## config.mk

```make
export PLATFORM = sky130hd
export DESIGN_NAME = maxpool_backward
export DESIGN_NICKNAME = d
export VERILOG_FILES = /design/src/rtl/maxpool_backward.sv
export SDC_FILE = /design/constraint.sdc
export NUM_CORES = 1
export LEC_CHECK = 0
export CELL_PAD_IN_SITES_DETAIL_PLACEMENT = 1
export CELL_PAD_IN_SITES_GLOBAL_PLACEMENT = 1
export CORE_UTILIZATION = 41
export CTS_BUF_LIST = sky130_fd_sc_hd__clkbuf_8
export DETAILED_ROUTE_END_ITERATION = 8
export PLACE_DENSITY_LB_ADDON = 0.05
export RECOVER_POWER = 25
export SLEW_MARGIN = 15
export SYNTH_ARGS = -nofsm -noshare
export SYNTH_HDL_FRONTEND = slang
export SYNTH_SLANG_ARGS = --single-unit
```

## constraint.sdc

```tcl
create_clock -name clk -period 6.05 [get_ports clk]
set_clock_uncertainty 0.2 [all_clocks]
set_input_delay 0.605 -clock clk [delete_from_list [all_inputs] [get_ports clk]]
set_output_delay 0.605 -clock clk [all_outputs]
set_load 0.02 [all_outputs]
```

## src/rtl/maxpool_backward.sv

```systemverilog
// 2x2 stride-2 max-pool backward pass: streams activation and upstream gradient
// words, routes each window's gradient to its argmax position and zeroes the rest.
module maxpool_backward #(
  parameter int H      = 4,
  parameter int W      = 4,
  parameter int ADDR_W = 32
) (
  input  logic              clk,
  input  logic              rst,
  input  logic              go,
  input  logic [ADDR_W-1:0] a_base,
  input  logic [ADDR_W-1:0] g_base,
  input  logic [ADDR_W-1:0] d_base,
  output logic              done,
  output logic              busy,
  output logic              rd_req,
  output logic [ADDR_W-1:0] rd_addr,
  input  logic              rd_ack,
  input  logic [31:0]       rd_data,
  output logic              wr_req,
  output logic [ADDR_W-1:0] wr_addr,
  output logic [31:0]       wr_data,
  input  logic              wr_ack
);

  localparam int IW = (H / 2 > 1) ? $clog2(H / 2) : 1;
  localparam int JW = (W / 2 > 1) ? $clog2(W / 2) : 1;
  localparam logic [IW-1:0]     I_LAST = IW'(H / 2 - 1);
  localparam logic [JW-1:0]     J_LAST = JW'(W / 2 - 1);
  localparam logic [ADDR_W-1:0] W_A    = ADDR_W'(W);
  localparam logic [ADDR_W-1:0] WH_A   = ADDR_W'(W / 2);

  typedef enum logic [2:0] {WAIT, RD_A, RD_G, WR, DONE} state_t;

  state_t            state, state_n;
  logic [1:0]        k, k_n, argmax, argmax_n;
  logic [IW-1:0]     wi, wi_n;
  logic [JW-1:0]     wj, wj_n;
  logic [ADDR_W-1:0] ab, gb, db, ab_n, gb_n, db_n;
  logic [31:0]       max_key, max_key_n, grad, grad_n, nkey;
  logic [ADDR_W-1:0] y_n, x_n, a_addr_n, g_addr_n, d_addr_n;

  // Maps fp32 bit patterns onto an unsigned total order (+0.0 above -0.0).
  function automatic logic [31:0] fkey(input logic [31:0] b);
    return b[31] ? ~b : (b | 32'h8000_0000);
  endfunction

  always_comb begin
    state_n   = state;
    k_n       = k;
    wi_n      = wi;
    wj_n      = wj;
    ab_n      = ab;
    gb_n      = gb;
    db_n      = db;
    max_key_n = max_key;
    argmax_n  = argmax;
    grad_n    = grad;
    nkey      = fkey(rd_data);
    case (state)
      WAIT: begin
        if (go) begin
          ab_n    = a_base;
          gb_n    = g_base;
          db_n    = d_base;
          wi_n    = '0;
          wj_n    = '0;
          k_n     = '0;
          state_n = RD_A;
        end
      end
      RD_A: begin
        if (rd_ack) begin
          if (k == 2'd0 || nkey > max_key) begin
            max_key_n = nkey;
            argmax_n  = k;
          end
          k_n = k + 2'd1;
          if (k == 2'd3) state_n = RD_G;
        end
      end
      RD_G: begin
        if (rd_ack) begin
          grad_n  = rd_data;
          state_n = WR;
        end
      end
      WR: begin
        if (wr_ack) begin
          k_n = k + 2'd1;
          if (k == 2'd3) begin
            if (wi == I_LAST && wj == J_LAST) begin
              state_n = DONE;
            end else begin
              state_n = RD_A;
              if (wj == J_LAST) begin
                wj_n = '0;
                wi_n = wi + IW'(1);
              end else begin
                wj_n = wj + JW'(1);
              end
            end
          end
        end
      end
      DONE: begin
        if (!go) state_n = WAIT;
      end
      default: state_n = WAIT;
    endcase

    y_n      = ADDR_W'({wi_n, k_n[1]});
    x_n      = ADDR_W'({wj_n, k_n[0]});
    a_addr_n = ab_n + y_n * W_A + x_n;
    g_addr_n = gb_n + ADDR_W'(wi_n) * WH_A + ADDR_W'(wj_n);
    d_addr_n = db_n + y_n * W_A + x_n;
  end

  // Outputs are registered from next-state values so req/addr/data hold across stalls.
  always_ff @(posedge clk) begin
    if (rst) begin
      state   <= WAIT;
      k       <= '0;
      wi      <= '0;
      wj      <= '0;
      ab      <= '0;
      gb      <= '0;
      db      <= '0;
      max_key <= '0;
      argmax  <= '0;
      grad    <= '0;
      done    <= 1'b0;
      busy    <= 1'b0;
      rd_req  <= 1'b0;
      rd_addr <= '0;
      wr_req  <= 1'b0;
      wr_addr <= '0;
      wr_data <= '0;
    end else begin
      state   <= state_n;
      k       <= k_n;
      wi      <= wi_n;
      wj      <= wj_n;
      ab      <= ab_n;
      gb      <= gb_n;
      db      <= db_n;
      max_key <= max_key_n;
      argmax  <= argmax_n;
      grad    <= grad_n;
      done    <= (state_n == DONE);
      busy    <= (state_n == RD_A) || (state_n == RD_G) || (state_n == WR);
      rd_req  <= (state_n == RD_A) || (state_n == RD_G);
      rd_addr <= (state_n == RD_G) ? g_addr_n : ((state_n == RD_A) ? a_addr_n : '0);
      wr_req  <= (state_n == WR);
      wr_addr <= (state_n == WR) ? d_addr_n : '0;
      wr_data <= (state_n == WR && k_n == argmax_n) ? grad_n : '0;
    end
  end

endmodule

```

==> flow_metrics.env <==
export IMPL_outcome="finished with violations"
export IMPL_violations="max-capacitance violations, max-slew violations"
export IMPL_tightestPinTransition_ns=2.631
export IMPL_nets_in_the_synthesized_netlist=1534
export IMPL_start_util_pct=42.13
export IMPL_post_cts_buffers=0
export IMPL_dp_final_hpwl_mm=24.52
export IMPL_io_pins=233
export IMPL_die_height_um=174.9
export IMPL_antenna_found_initial=2
export IMPL_clk_insertion_delay_late_ns=0.57
export IMPL_fin_nets=1752
export IMPL_die_area_um2=30590
export IMPL_placement_setup_worst_slack_ns=1.231
export IMPL_detailedRoute_firstPassIterationCount=4
export IMPL_drv_cap=1
export IMPL_global_route_wire_length_before_repair_mm=56.75
export IMPL_syn_area_um2=12260
export IMPL_global_route_overflow_total=0
export IMPL_io_buffer_count=232
export IMPL_ant_nets=0
export IMPL_post_drt_wl_per_cell_um=17.75
export IMPL_netlist_top_cells_area="dfxtp_1, mux2i_1, nor2_1"
export IMPL_max_slew_margin_rel_pct=-75.41
export IMPL_power_mw=4.092
export IMPL_viasPerCell=5.215
export IMPL_cts_buffer_depth=3
export IMPL_rsz0062_at_grt="no"
export IMPL_worstPathArrival_ns=5.12
export IMPL_setup_worst_path_class="in -> reg"
export IMPL_power_internal_mw=3.002
export IMPL_worstSetupStartpointType="input port"
export IMPL_yosys_area_top_type_share_pct=43.94
export IMPL_hold_path_class="reg -> reg"
export IMPL_cts_root_buffer_cell="clkbuf_8"
export IMPL_num_vias=10370
export IMPL_clock_tree_from_tritoncts="done"
export IMPL_synth_ff_latch_count=269
export IMPL_per_instance_average_area_after_synthesis_um2=9.051
export IMPL_synth_main_ff_cell="dfxtp_1"
export IMPL_finalCriticalPeriod_ns=4.877
export IMPL_final_util_pct=54.15
export IMPL_ir_worst_vdd_v=0.0001483
export IMPL_layout_setup_ws_ns=1.173
export IMPL_p_sw_mw=1.090
export IMPL_share_seq_of_total_power_pct=45.6
export IMPL_area_delta_synth_final_pct=28.55
export IMPL_detail_route_iter0_violations=418
export IMPL_timing_hold_violations_final=0
export IMPL_finalSetupViolCount=0
export IMPL_number_of_global_route_vias_before_repair=10940
export IMPL_max_clock_freq_ghz=0.2050
export IMPL_synth_seq_area_share_pct=43.94
export IMPL_die_w_um=174.9
export IMPL_power_density_nw_per_um2=259.7
export IMPL_net_switching_fraction_of_the_power_pct=26.63
export IMPL_critical_path_max_fanout=81
export IMPL_finalSetupTns_ns=0
export IMPL_synth_enable_flop_cells=0
export IMPL_design_core_area_um2=29090
export IMPL_crit_path_end_kind="flip-flop"
export IMPL_grtUsageTotal_pct=23.01
export IMPL_finalWeightedCongestion=0.8195
export IMPL_layout_drive_gt1_share_pct=6.051
export IMPL_synth_largest_area_cell="dfxtp_1"
export IMPL_power_combinational_fraction_pct=14.0
export IMPL_clock_sink_count=269
export IMPL_synth_async_sr_flop_share_pct=0
export IMPL_worst_setup_hold_path_clk_slew_ns=0.06
export IMPL_ctsResizeCount=0
export IMPL_hold_ws_ns=0.2687
export IMPL_timing_final_crit_share_pct=80.62
export IMPL_fp_row_count=62
export IMPL_ys_warn_count=0
export IMPL_postSynthCellCount=1354
export IMPL_netlist_cell_type_count=63
export IMPL_clkPwrFrac_pct=40.4
export IMPL_clock_tree_htree_level_count=2
export IMPL_wl_mm=35.28
export IMPL_required_time_of_the_critical_path_ns=6.29
export IMPL_cts_buffers=47
export IMPL_timing_max_transition_violations_final=33
export IMPL_ctsHoldBuffers=0
export IMPL_residual_drc_count=0
export IMPL_total_leakage_power_nw=6.032
export IMPL_grt_max_degree=82
final timing paths:
path | startpoint | end | slack, ns | cells after the start
max | go | wr_addr[28]$_SDFF_PP0_ | 1.17 | 14
min | db[8]$_SDFF_PP0_ | db[8]$_SDFF_PP0_ | 0.27 | 2
max reg2reg | state[2]$_SDFF_PP0_ | wr_addr[28]$_SDFF_PP0_ | 1.33 | 13
min reg2reg | db[8]$_SDFF_PP0_ | db[8]$_SDFF_PP0_ | 0.27 | 2
kinds of logic after synthesis:
family                     synth area share [%]
AOI/OAI and AO/OA                         8.576
xor gates and xnor gates                  8.433
adders and majority gates                 4.982
buffers and inverters                     4.339
DFF                                       43.94
muxes                                     9.780
and+or+nand+nor                           19.95
through the flow:
step	std cells	instance area, µm²
2_1_floorplan	1354	12260
3_3_place_gp	1907	14850
3_5_place_dp	1907	14850
4_1_cts	1987	15780
5_1_grt	1987	15750
6_report	1988	15750
power groups by stage:
stage / Clock (mW) / Sequential [mW] / Combinational [mW]
floorplan: 0 / 1.91 / 0.343
global placement: 0 / 1.90 / 0.564
detailed placement: 0 / 1.90 / 0.577
CTS: 1.71 / 1.87 / 0.583
global route: 1.78 / 1.87 / 0.634
finish: 1.65 / 1.87 / 0.575
Yosys cell counts, types with 6 or more instances:
master and instances:
buf_2 8, o22ai_1 6, xor2_1 60, nor2b_1 8, nor2_1 251, mux2i_1 116, nand3_1 41, a21oi_1 52
nand4_1 17, inv_1 46, xnor2_1 58, a211oi_1 35, ha_1 44, a22oi_1 18, dfxtp_1 269, buf_1 12
nand2_1 86, a21o_1 6, clkbuf_1 48, nor4_1 37, o21ai_0 11, nor3_1 30
critical path: stages:
cell           delay [ns]
dlygate4sd3_1        0.62
nor4b_1              0.95
buf_12               0.46
nand2_1              0.16
nand2_1              0.09
ha_1                 0.18
fa_1                 0.22
a21oi_1              0.08
o21bai_1             0.34
nand3_1              0.33
or3_1                0.53
nor3_1               0.24
xor2_1               0.16
nor2_1               0.05
sequential cells by signal, summed over array words and instances, names as in the netlist:
signal,count
ab,32
db,32
gb,32
grad,32
max_key,32
rd_addr,32
wr_addr,32
wr_data,32
state,3
argmax,2
k,2
busy,1
done,1
rd_req,1
wi,1
wj,1
wr_req,1
layout make-up:
| cell class | instances | area, µm² |
|---|---|---|
| Tap cell | 384 | 480.5 |
| Sequential cell | 269 | 5385 |
| Timing Repair Buffer | 246 | 2432 |
| Clock inverter | 21 | 116.4 |
| Inverter | 46 | 172.7 |
| Clock buffer | 59 | 812.0 |
| Multi-Input combinational cell | 962 | 6352 |
| Antenna cell | 1 | 2.502 |
| Fill cell | 3354 | 13340 |
layout by cell type (no fill, tap or decap), drive strengths merged, types with 6 or more instances in the layout:
cell type	n
nor4	42
mux2i	116
dfxtp	269
a21o	6
a22oi	18
nand3	41
dlygate4sd3	32
nand2	86
a21oi	52
nor2	252
clkbuf	60
nand4	17
o22ai	6
o21ai	11
clkdlybuf4s50	198
nor3	30
inv	63
xnor2	58
xor2	60
ha	44
nor2b	8
buf	15
a211oi	37
metal layers:
metal / global-route usage, % / vias to the layer above / wire, µm
li1: - / 5094 / -
met1: 28.41 / 4988 / 15640
met2: 39.96 / 218 / 17210
met3: 4.569 / 65 / 1661
met4: 7.428 / 2 / 757
met5: 0 / - / 13
No activity file was read; power rests on OpenSTA's default activity.
